<file path="src/rtl/calculator_pkg.sv">
// Shared types and sizes for the calculator memory responder.
// Mode encoding, word/address widths and a saturating counter helper.
package calculator_pkg;

  localparam int ADDR_W        = 4;
  localparam int DATA_W        = 32;
  localparam int MEM_WORD_SIZE = 2 * DATA_W;
  localparam int CNT_W         = 16;

  typedef enum logic [1:0] {
    MODE_LOAD = 2'd0,
    MODE_RUN  = 2'd1,
    MODE_DUMP = 2'd2
  } mode_t;

  typedef logic [ADDR_W-1:0]        addr_t;
  typedef logic [MEM_WORD_SIZE-1:0] word_t;
  typedef logic [CNT_W-1:0]         cnt_t;

  function automatic cnt_t sat_inc(
    input cnt_t v,
    input logic en
  );
    return (en && (v != '1)) ? v + 1'b1 : v;
  endfunction

endpackage

</file>
<file path="src/rtl/calc_mem_responder_if.sv">
// Controller and host access bus of the calculator memory responder.
// master drives requests, slave answers with read data and grant.
interface calc_mem_responder_if;
  import calculator_pkg::*;

  logic  write;
  addr_t w_addr;
  word_t w_data;
  logic  read;
  addr_t r_addr;
  word_t r_data;
  logic  r_valid;

  logic  host_req;
  logic  host_we;
  addr_t host_addr;
  word_t host_wdata;
  logic  host_gnt;
  word_t host_rdata;
  logic  host_rvalid;

  modport master (
    output write, w_addr, w_data,
    output read, r_addr,
    input  r_data, r_valid,
    output host_req, host_we,
    output host_addr, host_wdata,
    input  host_gnt, host_rdata,
    input  host_rvalid
  );

  modport slave (
    input  write, w_addr, w_data,
    input  read, r_addr,
    output r_data, r_valid,
    input  host_req, host_we,
    input  host_addr, host_wdata,
    output host_gnt, host_rdata,
    output host_rvalid
  );

endinterface

</file>
<file path="src/rtl/calc_mem_array.sv">
// Word storage: one write port, two registered read ports.
// Port A forwards a same-address write; port B reads old data.
module calc_mem_array
  import calculator_pkg::*;
(
  input  logic  clk_i,
  input  logic  rst_ni,
  input  logic  we_i,
  input  addr_t waddr_i,
  input  word_t wdata_i,
  input  logic  a_re_i,
  input  addr_t a_addr_i,
  output word_t a_rdata_o,
  input  logic  b_re_i,
  input  addr_t b_addr_i,
  output word_t b_rdata_o
);

  word_t mem_q [2**ADDR_W];
  word_t a_rdata_q, a_rdata_d;
  word_t b_rdata_q, b_rdata_d;

  always_ff @(posedge clk_i) begin
    if (we_i) mem_q[waddr_i] <= wdata_i;
  end

  always_comb begin
    a_rdata_d = a_rdata_q;
    b_rdata_d = b_rdata_q;
    if (a_re_i) begin
      a_rdata_d = (we_i && waddr_i == a_addr_i)
                ? wdata_i : mem_q[a_addr_i];
    end
    if (b_re_i) b_rdata_d = mem_q[b_addr_i];
  end

  always_ff @(posedge clk_i or negedge rst_ni) begin
    if (!rst_ni) begin
      a_rdata_q <= '0;
      b_rdata_q <= '0;
    end else begin
      a_rdata_q <= a_rdata_d;
      b_rdata_q <= b_rdata_d;
    end
  end

  assign a_rdata_o = a_rdata_q;
  assign b_rdata_o = b_rdata_q;

endmodule

</file>
<file path="src/rtl/calc_mem_responder.sv">
// Memory responder: host loads/dumps, controller reads/writes in RUN.
// Tracks mode, access counters and a sticky protocol-error flag.
module calc_mem_responder
  import calculator_pkg::*;
(
  input  logic                 clk_i,
  input  logic                 rst_ni,
  input  logic                 start_i,
  input  logic                 done_i,
  calc_mem_responder_if.slave  bus,
  output mode_t                mode_o,
  output logic [CNT_W-1:0]     rd_cnt_o,
  output logic [CNT_W-1:0]     wr_cnt_o,
  output logic                 access_err_o
);

  mode_t mode_q, mode_d;
  cnt_t  rd_cnt_q, rd_cnt_d;
  cnt_t  wr_cnt_q, wr_cnt_d;
  logic  err_q, err_d, err_set;
  logic  r_valid_q, h_valid_q;
  logic  run, ctl_rd, ctl_wr;
  logic  host_rd, host_wr;
  logic  mem_we;
  addr_t mem_waddr;
  word_t mem_wdata;

  // Every access is judged against the mode before this edge.
  assign run     = (mode_q == MODE_RUN);
  assign ctl_rd  = run && bus.read;
  assign ctl_wr  = run && bus.write;
  assign bus.host_gnt = bus.host_req && !run;
  assign host_rd = bus.host_gnt && !bus.host_we;
  assign host_wr = bus.host_gnt && bus.host_we;

  always_comb begin
    mode_d  = mode_q;
    err_set = 1'b0;
    unique case (mode_q)
      MODE_LOAD: begin
        if (start_i) mode_d = MODE_RUN;
        err_set = done_i;
      end
      MODE_RUN: begin
        if (done_i) mode_d = MODE_DUMP;
        err_set = start_i;
      end
      MODE_DUMP: begin
        if (start_i) mode_d = MODE_LOAD;
        err_set = done_i;
      end
      default: mode_d = MODE_LOAD;
    endcase
    if (!run && (bus.read || bus.write)) err_set = 1'b1;
  end

  always_comb begin
    rd_cnt_d = sat_inc(rd_cnt_q, ctl_rd);
    wr_cnt_d = sat_inc(wr_cnt_q, ctl_wr);
    if (mode_q == MODE_LOAD && mode_d == MODE_RUN) begin
      rd_cnt_d = '0;
      wr_cnt_d = '0;
    end
    err_d = err_q | err_set;
  end

  always_ff @(posedge clk_i or negedge rst_ni) begin
    if (!rst_ni) begin
      mode_q    <= MODE_LOAD;
      rd_cnt_q  <= '0;
      wr_cnt_q  <= '0;
      err_q     <= 1'b0;
      r_valid_q <= 1'b0;
      h_valid_q <= 1'b0;
    end else begin
      mode_q    <= mode_d;
      rd_cnt_q  <= rd_cnt_d;
      wr_cnt_q  <= wr_cnt_d;
      err_q     <= err_d;
      r_valid_q <= ctl_rd;
      h_valid_q <= host_rd;
    end
  end

  // Host and controller never write together: grant excludes RUN.
  assign mem_we    = ctl_wr | host_wr;
  assign mem_waddr = ctl_wr ? bus.w_addr : bus.host_addr;
  assign mem_wdata = ctl_wr ? bus.w_data : bus.host_wdata;

  calc_mem_array u_array (
    .clk_i    (clk_i),
    .rst_ni   (rst_ni),
    .we_i     (mem_we),
    .waddr_i  (mem_waddr),
    .wdata_i  (mem_wdata),
    .a_re_i   (ctl_rd),
    .a_addr_i (bus.r_addr),
    .a_rdata_o(bus.r_data),
    .b_re_i   (host_rd),
    .b_addr_i (bus.host_addr),
    .b_rdata_o(bus.host_rdata)
  );

  assign bus.r_valid     = r_valid_q;
  assign bus.host_rvalid = h_valid_q;
  assign mode_o          = mode_q;
  assign rd_cnt_o        = rd_cnt_q;
  assign wr_cnt_o        = wr_cnt_q;
  assign access_err_o    = err_q;

endmodule

</file>
<file path="src/flat_wrapper.sv">
// flat-port wrapper written by rule: the top's interface ports become plain ports
module calc_mem_responder_flat import calculator_pkg::*;
  (clk_i, rst_ni, start_i, done_i, mode_o, rd_cnt_o, wr_cnt_o, access_err_o, bus_write, bus_w_addr, bus_w_data, bus_read, bus_r_addr, bus_r_data, bus_r_valid, bus_host_req, bus_host_we, bus_host_addr, bus_host_wdata, bus_host_gnt, bus_host_rdata, bus_host_rvalid);
  calc_mem_responder_if bus_i ();
  input  logic clk_i;
  input  logic rst_ni;
  input  logic start_i;
  input  logic done_i;
  output mode_t mode_o;
  output logic [CNT_W-1:0] rd_cnt_o;
  output logic [CNT_W-1:0] wr_cnt_o;
  output logic access_err_o;
  input wire logic [$bits(bus_i.write)-1:0] bus_write;
  input wire logic [$bits(bus_i.w_addr)-1:0] bus_w_addr;
  input wire logic [$bits(bus_i.w_data)-1:0] bus_w_data;
  input wire logic [$bits(bus_i.read)-1:0] bus_read;
  input wire logic [$bits(bus_i.r_addr)-1:0] bus_r_addr;
  output wire logic [$bits(bus_i.r_data)-1:0] bus_r_data;
  output wire logic [$bits(bus_i.r_valid)-1:0] bus_r_valid;
  input wire logic [$bits(bus_i.host_req)-1:0] bus_host_req;
  input wire logic [$bits(bus_i.host_we)-1:0] bus_host_we;
  input wire logic [$bits(bus_i.host_addr)-1:0] bus_host_addr;
  input wire logic [$bits(bus_i.host_wdata)-1:0] bus_host_wdata;
  output wire logic [$bits(bus_i.host_gnt)-1:0] bus_host_gnt;
  output wire logic [$bits(bus_i.host_rdata)-1:0] bus_host_rdata;
  output wire logic [$bits(bus_i.host_rvalid)-1:0] bus_host_rvalid;
  assign bus_i.write = bus_write;
  assign bus_i.w_addr = bus_w_addr;
  assign bus_i.w_data = bus_w_data;
  assign bus_i.read = bus_read;
  assign bus_i.r_addr = bus_r_addr;
  assign bus_r_data = bus_i.r_data;
  assign bus_r_valid = bus_i.r_valid;
  assign bus_i.host_req = bus_host_req;
  assign bus_i.host_we = bus_host_we;
  assign bus_i.host_addr = bus_host_addr;
  assign bus_i.host_wdata = bus_host_wdata;
  assign bus_host_gnt = bus_i.host_gnt;
  assign bus_host_rdata = bus_i.host_rdata;
  assign bus_host_rvalid = bus_i.host_rvalid;
  calc_mem_responder u_core (.clk_i(clk_i), .rst_ni(rst_ni), .start_i(start_i), .done_i(done_i), .bus(bus_i), .mode_o(mode_o), .rd_cnt_o(rd_cnt_o), .wr_cnt_o(wr_cnt_o), .access_err_o(access_err_o));
endmodule
</file>
<file path="config.mk">
export PLATFORM = sky130hd
export DESIGN_NAME = calc_mem_responder_flat
export DESIGN_NICKNAME = d
export VERILOG_FILES = /design/src/rtl/calculator_pkg.sv /design/src/rtl/calc_mem_responder_if.sv /design/src/rtl/calc_mem_array.sv /design/src/rtl/calc_mem_responder.sv /design/src/flat_wrapper.sv
export SDC_FILE = /design/constraint.sdc
export NUM_CORES = 1
export LEC_CHECK = 0
export BUFFER_PORTS_ARGS = -buffer_cell sky130_fd_sc_hd__buf_2
export CAP_MARGIN = 30
export CORE_MARGIN = 4
export CORE_UTILIZATION = 30
export CTS_BUF_LIST = sky130_fd_sc_hd__clkbuf_8
export DETAILED_ROUTE_END_ITERATION = 12
export PLACE_DENSITY = 0.55
export SLEW_MARGIN = 20
export SYNTH_ARGS = -nofsm -noshare
export SYNTH_HDL_FRONTEND = slang
export SYNTH_SLANG_ARGS = --single-unit
</file>
<file path="constraint.sdc">
create_clock -name clk_i -period 5 [get_ports clk_i]
set_clock_uncertainty 0.05 [all_clocks]
set_input_delay 1 -clock clk_i [delete_from_list [all_inputs] [get_ports clk_i]]
set_output_delay 1 -clock clk_i [all_outputs]
set_load 0.1 [all_outputs]
</file>
== Yosys cells after proc, flatten, opt, wreduce, memory -nomap -nowiden ==
Memories as Yosys holds them, arrays and structs flattened. A register that Yosys moved wholly into a read port is not among the register bits.
Cells that the tools add are included.
Storage, ports and cells
  word-level logic and storage cells: 48
  memories: 1
  input port bits: 148
  output and inout bits: 166
  RAM bits: 1024
  register bits after elaboration: 37
Memory list
  u_core.u_array.mem_q: words 16, width 64, read ports 2, clocked after memory_dff 2, write ports 1, line calc_mem_array.sv:19  | word_t mem_q [2**ADDR_W];
Operators by class
  eq/ne operators: 5
  mux-type cells: 14
  bitwise logic cells: 2
  add/subtract/negate cells: 2
  reduce and logical (&&, ||, !) cells: 18
Operator list (count)
  2-to-1 mux 16 bit: 4
  2-to-1 mux 64 bit: 1
  adder 16 x 1 -> 16 bit (second input constant): 2
  inequality test 16 bit (second input constant): 2
  logical AND 1 bit: 9
  2-to-1 mux 2 bit: 3
  one-hot mux 2 bit (3 select lines): 1
  == test 2 x 1 -> 1 bit (second input constant): 2
  zero test 1 bit: 4
  2-to-1 mux 4 bit: 1
  nonzero test 2 bit: 2
  2-to-1 mux 1 bit: 3
  == test 2 bit (second input constant): 1
  zero test 2 bit: 1
  bitwise OR 1 bit: 2
  one-hot mux 1 bit (2 select lines): 1
  OR reduction 2 bit: 1
  logical OR 1 bit: 1

== Logic depth before layout (Yosys ltp) ==
Gate-level depths: netlist of the first run.
  word-level depth: 7
  gate-level depth with buffers: 9
  depth with buffers taken out: 6

== By module ==
A second synthesis of the first run with hierarchy kept.
Second synthesis, totals
  cells, all modules: 3189
  area total of the unflattened synthesis: 55057.8 µm²
Modules (own cells, without submodules)
  calc_mem_array: seq. area each 33952.6 µm², area an instance 52211.3 µm², cells an instance 2758, times used 1
  calc_mem_responder: seq. area each 925.9 µm², area an instance 2846.5 µm², cells an instance 431, times used 1

== Worst setup path after synthesis of the first run ==
No wires, ideal clock.
  path kind: input-to-reg
  start point: input port bus_host_addr[3]
  end point: memory u_core.u_array.mem_q[5][0] (netlist bit) (enable)
  arrival: 4893 ps
  slack: -429 ps
  cell stages on the path: 6
  setup time: 487 ps
  path through: inv_1 > buf_2 > buf_1 > and3_1 > o21ai_0 > nor2_1
On the way
  cells in the longest elaborated chain, start to end: 1
RTL lines
  from (decl): line flat_wrapper.sv:22  | input wire logic [$bits(bus_i.host_addr)-1:0] bus_host_addr;
  2-to-1 mux 4 bit: line calc_mem_responder.sv:87  | assign mem_waddr = ctl_wr ? bus.w_addr : bus.host_addr;
  to (decl): line calc_mem_array.sv:19
No other way between the ends.

== Worst setup path in the final report of the first run ==
  start point: register u_core.mode_q[1], in the netlist u_core.mode_o[1]
  end point: memory u_core.u_array.mem_q[14][5] (netlist bit) (enable)
On the way
  cells in the longest elaborated chain, start to end: 7
  elaborated cells on any way between the ends: 9
  those cells by class: eq/ne: 1; mux: 3; bitwise: 1; reduce/logical: 4
RTL lines
  from (decl): line calc_mem_responder.sv:17  | mode_t mode_q, mode_d;
  from (signal assigned): line calc_mem_responder.sv:76  | mode_q <= mode_d;
  == test 2 x 1 -> 1 bit *: line calc_mem_responder.sv:29  | assign run = (mode_q == MODE_RUN);
  zero test 1 bit: line calc_mem_responder.sv:32  | assign bus.host_gnt = bus.host_req && !run;
  logical AND 1 bit: line calc_mem_responder.sv:32
  logical AND 1 bit: line calc_mem_responder.sv:34  | assign host_wr = bus.host_gnt && bus.host_we;
  bitwise OR 1 bit: line calc_mem_responder.sv:86  | assign mem_we = ctl_wr | host_wr;
  2-to-1 mux 1 bit: line calc_mem_array.sv:24  | if (we_i) mem_q[waddr_i] <= wdata_i;
  2-to-1 mux 1 bit (not written as such): line calc_mem_array.sv:24
Mark *: on every way between the ends. The rest lies on a longest branch, timed or not.

==> flow_summary.json, run 1 <==
{
  "max_freq_mhz": 269.7,
  "tightest_slew_ns": 1.019,
  "cts_buffers": 199,
  "grtUsageTotal_pct": 17.15,
  "r2r_end": "u_core.u_array.mem_q[14][5]$_DFFE_PP_",
  "grt_max_degree": 110,
  "critPathLaunch": "u_core.mode_o[1]$_DFF_PN0_",
  "yosysWarnings": 0,
  "ys_async_sr_fraction_pct": 13.88,
  "htreeDepth": 4,
  "drt-total-wl_um": 162000,
  "timing.final.crit_share_pct": 74.15,
  "end_kind": "register",
  "antenna_found_initial": 10,
  "post_cts_resized": 0,
  "ys_types": 59,
  "worst_hold_slack_ns": 0.3340,
  "path_clk_slew_ns": 0.06,
  "maxSlewViolCount": 0,
  "die_h_um": 431.4,
  "cts-root-buf": "clkbuf_8",
  "power.density_nw_per_um2": 450.3,
  "reg2reg_slack_ns": 1.29,
  "detail_route.vias_per_cell": 5.364,
  "dieArea_um2": 186100,
  "start_util_pct": 30.14,
  "critPathCapture": "u_core.u_array.mem_q[14][5]$_DFFE_PP_",
  "peakVddDrop_mv": 0.2846,
  "hpwlAfterDp_um": 94840,
  "cts_buffer_depth": 3,
  "synth_area_um2": 53780,
  "rows": 155,
  "cts_tree": "yes",
  "setup_viol_count_final": 0,
  "total_power_mw": 28.17,
  "drive_above_1_share_pct": 41.82,
  "crit_chain": "nand3b_1 -> nor3b_1 -> a31oi_1 -> nor2_4 -> buf_12",
  "clock_latency_ns": 0.95,
  "synth_edf_count": 1024,
  "cp_data_required_time_ns": 5.46,
  "fillers": 16750,
  "cpPeakStageDelay_ns": 0.84,
  "drc": 0,
  "syn2layout_area_growth_pct": 16.33,
  "synth_top_flop_cell": "edfxtp_1",
  "synth_common_cells": "1024 x edfxtp_1, 576 x mux4_2, 165 x dfrtp_1, 103 x clkbuf_1, 78 x nand2_1",
  "reg2reg_from": "u_core.mode_o[1]$_DFF_PN0_",
  "port_buffers": 313,
  "start_kind": "register",
  "avgRoutedWirePerCell_um": 28.93,
  "overflow": 0,
  "vias": 30040,
  "instances_no_fill": 5600,
  "die_x_um": 431.4,
  "drv_cap": 0,
  "worstPathArrival_ns": 4.17,
  "synth_most_common_cell": "edfxtp_1",
  "fin_area_um2": 62570,
  "dp_cells": 5221,
  "hp-class": "in -> reg",
  "syn_area_per_cell_um2": 20.30,
  "postSynthCellCount": 2649,
  "dr.pass1.iters": 5,
  "grt_pass1_vias": 31540,
  "coreArea_um2": 178400,
  "finalSetupTns_ns": 0,
  "yosys.area.top_type": "edfxtp_1",
  "clock-sinks": 1189,
  "nets": 3219,
  "grt_pass1_wl_um": 229900,
  "drt_iter0_markers": 2630,
  "p_leak_nw": 21.38,
  "synth_nets": 2799,
  "reg2reg_depth": 5,
  "rsz0062_at_grt": "no",
  "ios": 314,
  "relSlewSlack_pct": 31.78,
  "ys_top_cells_by_area": "edfxtp_1 57%, mux4_2 24%, dfrtp_1 7.7%, mux2_2 1.3%, mux2i_1 1.2%",
  "place_area_um2": 58610,
  "drtAntennaViolNets": 0,
  "cp_max_fo": 46,
  "synth_seq_cells": 1189,
  "critPathKind": "reg -> reg",
  "yosys.area.top_type_share_pct": 57.17,
  "crit_slowest_cell": "nor2_4",
  "status": "complete, no violations",
  "place.gp.congestion": 0.7717,
  "final.min_clock_period_ns": 3.708,
  "finalHoldViolCount": 0,
  "ys_seq_area_share_pct": 64.85
}
layer usage:
layer / track usage, % / part of all wire (%) / vias up / wire (µm)
li1: - / - / 12360 / -
met3: 3.232 / 5.7 / 271 / 9241
met4: 6.560 / 3.7 / 0 / 5979
met5: 0 / 0 / - / 0
met1: 21.04 / 39 / 16300 / 62580
met2: 30.01 / 52 / 1113 / 84180
how the worst min path moves through the flow:
| stage | endpoint | cells past startpoint | start | slack (ns) |
|---|---|---|---|---|
| floorplan | u_core.access_err_o$_DFF_PN0_ | 0 | rst_ni | 0.65 |
| global placement | u_core.access_err_o$_DFF_PN0_ | 1 | u_core.access_err_o$_DFF_PN0_ | 0.41 |
| detailed placement | u_core.access_err_o$_DFF_PN0_ | 1 | u_core.access_err_o$_DFF_PN0_ | 0.41 |
| CTS | u_core.mode_o[0]$_DFF_PN0_ | 3 | start_i | 0.22 |
| global route | u_core.mode_o[0]$_DFF_PN0_ | 3 | start_i | 0.25 |
| finish | u_core.mode_o[0]$_DFF_PN0_ | 3 | start_i | 0.33 |
where the power goes:
part           internal [mW]  total (mW)  switching [mW]
Combinational           1.53        7.41            5.88
Clock                   4.47        8.52            4.06
Sequential              11.7        12.2           0.494
layout make-up:
class                      count  area, µm²  share of cell area [%]
antenna                        5      12.51                 0.02000
clock buffer                 220       3028                   4.840
clock inverter               152      888.4                   1.420
inverter                      76      290.3                  0.4640
multi-input combinational   1178      17770                   28.41
sequential                  1189      34880                   55.75
tap                         2355       2947                   4.710
timing repair buffer         425       2748                   4.392
state kept, by name, indices dropped and copies added, names as in the netlist:
name	count
u_core.u_array.mem_q	1024
u_core.u_array.a_rdata_o	64
u_core.u_array.b_rdata_o	64
u_core.rd_cnt_o	16
u_core.wr_cnt_o	16
u_core.mode_o	2
u_core.access_err_o	1
u_core.bus.host_rvalid	1
u_core.bus.r_valid	1
what timing repair did:
| action | 4_1_cts | 5_1_grt |
|---|---|---|
| hold buffers | 1 | 0 |
| endpoints found under the hold margin | 33 | 0 |
| setup endpoints to repair | 0 | 0 |
| buffers inserted | 0 | 0 |
stage by stage:
stage,utilization (%),setup WS [ns]
2_1_floorplan,-,-0.4293
6_report,35.07,1.292
3_3_place_gp,32.83,0.8710
5_1_grt,35.07,1.185
4_1_cts,35.05,1.327
3_5_place_dp,32.85,0.8182
worst max-delay path: cells and delay by family, from the launching register on:
family,cells,cell delay (ns)
compound gates,1,0.23
buf+inv,1,0.46
flops,1,0.59
simple gates,3,1.88
placed cells by master (no fill, tap or decap), types with 63 or more instances in the layout:
master,synthesis,final
mux4_2,576,576
buf_2,56,308
nand2_1,78,78
o221ai_1,63,63
dfrtp_1,165,165
edfxtp_1,1024,1024
inv_1,76,138
a22o_1,64,64
mux2i_1,66,66
mux2_2,64,64
buf_4,3,88
clkbuf_8,0,220
a221oi_1,64,64
cell families (layout without fill, tap and decap cells):
group	after synthesis	after routing	share of synthesized area, %
flip-flops	1189	1189	64.85
multiplexers	706	706	26.69
buffers and inverters	282	873	2.412
AO/OA/AOI/OAI	249	249	3.853
AND/OR/NAND/NOR	203	203	1.856
XOR/XNOR	18	18	0.2931
adder cells (fa/ha/maj)	2	2	0.04652
other	0	5	0
No activity file was read; power rests on OpenSTA's default activity.
==> run 2: changes to the inputs <==
- clock period: 5 -> 3.1 ns (I/O delays scaled with it)
==> run 2 against run 1 <==
Register-to-register slack worse by 0.92 ns. Count of clock-buffer cells in the layout increased by 1. Global-route usage grew 0.11 points. Final cell count up 2.4%. Non-clock buffer count increased by 149. Utilization is 1.1 points higher. Routed wire length is essentially flat. First-iteration DRC count down 11%. Worst setup slack got worse by 1.1 ns. Power up 61%. Via count is 0.92% higher. Largest cell class unchanged.
==> flow_summary.json, run 2 (synthesized netlist as in run 1, its figures left out) <==
{
  "cts-root-buf": "clkbuf_8",
  "reg2reg_depth": 6,
  "cts_buffers": 198,
  "multi_input_area_um2": 17810,
  "clock_latency_ns": 0.92,
  "drt-total-wl_um": 161900,
  "cts_buffer_depth": 3,
  "tightest_slew_ns": 0.7869,
  "avgRoutedWirePerCell_um": 28.22,
  "hpwlAfterDp_um": 99050,
  "rows": 155,
  "hp-class": "in -> reg",
  "timing.final.crit_share_pct": 93.24,
  "critPathKind": "reg -> out",
  "path_clk_slew_ns": 0.06,
  "cpPeakStageDelay_ns": 0.61,
  "end_kind": "primary output",
  "worst_hold_slack_ns": 0.08977,
  "overflow": 0,
  "dieArea_um2": 186100,
  "maxSlewViolCount": 0,
  "cp_data_required_time_ns": 2.43,
  "worstPathArrival_ns": 2.22,
  "crit_slowest_cell": "dfrtp_4",
  "cp_max_fo": 18,
  "fillers": 16570,
  "detail_route.vias_per_cell": 5.284,
  "largest_reg_flops": 1024,
  "vias": 30320,
  "die_x_um": 431.4,
  "port_buffers": 313,
  "p_comb_share_pct": 27.1,
  "crit_chain": "nor2b_1 -> nor2_1 -> buf_2",
  "postLayoutCoreUtil_pct": 36.19,
  "place.gp.congestion": 0.7550,
  "grtUsageTotal_pct": 17.26,
  "regArea_um2": 34890,
  "max_freq_mhz": 346.0,
  "die_h_um": 431.4,
  "nets": 3367,
  "finalSetupTns_ns": 0,
  "drv_cap": 0,
  "start_util_pct": 30.14,
  "ios": 314,
  "drc": 0,
  "power_frac_clock_pct": 29.5,
  "cts_tree": "yes",
  "switching_share_pct": 36.85,
  "total_power_mw": 45.42,
  "drt_iter0_markers": 2330,
  "htreeDepth": 4,
  "grt_pass1_vias": 32330,
  "clock-sinks": 1189,
  "final_common_cell": "edfxtp_1",
  "p_leak_nw": 22.32,
  "grt_pass1_wl_um": 232500,
  "drtAntennaViolNets": 0,
  "syn2layout_area_growth_pct": 20.07,
  "rsz0062_at_grt": "no",
  "status": "complete, no violations",
  "relSlewSlack_pct": 47.54,
  "grt_max_degree": 70,
  "finalHoldViolCount": 0,
  "antenna_found_initial": 4,
  "drive_above_1_share_pct": 43.82,
  "cts_setup_buffers": 0,
  "dpl_worst_slack_ns": 0.1237,
  "start_kind": "register",
  "final.min_clock_period_ns": 2.890,
  "peakVddDrop_mv": 0.4514,
  "finalWorstSetupSlack_ns": 0.2097,
  "holdPathStages": 3,
  "setup_viol_count_final": 0,
  "p_seq_share_pct": 43.5,
  "dr.pass1.iters": 5,
  "switchingPower_mw": 16.74,
  "coreArea_um2": 178400,
  "final_cell_mix": "1024 x edfxtp_1, 576 x mux4_2, 307 x buf_2",
  "p_int_mw": 28.68,
  "regMostFlops": "u_core.u_array.mem_q",
  "power.density_nw_per_um2": 703.4
}
## run 2: path summary, 6_finish.rpt
kind,slack (ns),startpoint,end
setup / recovery,0.21,u_core.mode_o[0]$_DFF_PN0_,bus_host_gnt
min in group asynchronous,0.26,rst_ni,u_core.mode_o[1]$_DFF_PN0_
hold reg to reg,0.41,u_core.access_err_o$_DFF_PN0_,u_core.access_err_o$_DFF_PN0_
max in group asynchronous,1.86,rst_ni,u_core.u_array.a_rdata_o[58]$_DFFE_PN0P_
setup reg to reg,0.37,u_core.mode_o[1]$_DFF_PN0_,u_core.u_array.mem_q[6][57]$_DFFE_PP_
hold / removal,0.09,bus_w_data[27],u_core.u_array.a_rdata_o[27]$_DFFE_PN0P_
## run 2: power by group through the flow
stage / registers [mW] / logic (mW) / clock network, mW
detailed placement: 20.1 / 12.4 / 0
global placement: 20.1 / 12.4 / 0
finish: 19.7 / 12.3 / 13.4
global route: 19.9 / 12.8 / 14.5
floorplan: 25.8 / 3.19 / 0
CTS: 19.8 / 12.5 / 13.8
## run 2: critical path, delay by kind of cell, from the launching register on
| kind | cells | cell delay, ns |
|---|---|---|
| buffers and inverters | 1 | 0.43 |
| flip-flops | 1 | 0.61 |
| AND/OR/NAND/NOR | 2 | 0.29 |
## run 2: layer usage
layer / track usage, % / part of all wire [%]
met1: 21.11 / 39
met2: 30.54 / 52
met3: 3.098 / 5.4
met4: 6.259 / 3.4
met5: 0 / 0
## run 2: layout make-up
cell class	instances	area share, %
clock inverters	142	1.180
flip-flops and latches	1189	54.02
clock buffers	221	4.710
inverters	76	0.4495
well taps	2355	4.563
multi-input cells	1178	27.58
diodes	2	0.007750
repair buffers	574	7.483
## run 2: what timing repair did
item                      CTS  global route
hold buffers               41             0
resized for setup           0             0
hold endpoints to repair   70             0
## run 2: per-stage QoR
| stage | area, µm² | instances |
|---|---|---|
| CTS | 64570 | 5735 |
| detailed placement | 60360 | 5331 |
| finish | 64580 | 5737 |
| global route | 64570 | 5736 |
| global placement | 60360 | 5331 |
| floorplan | 53960 | 2649 |
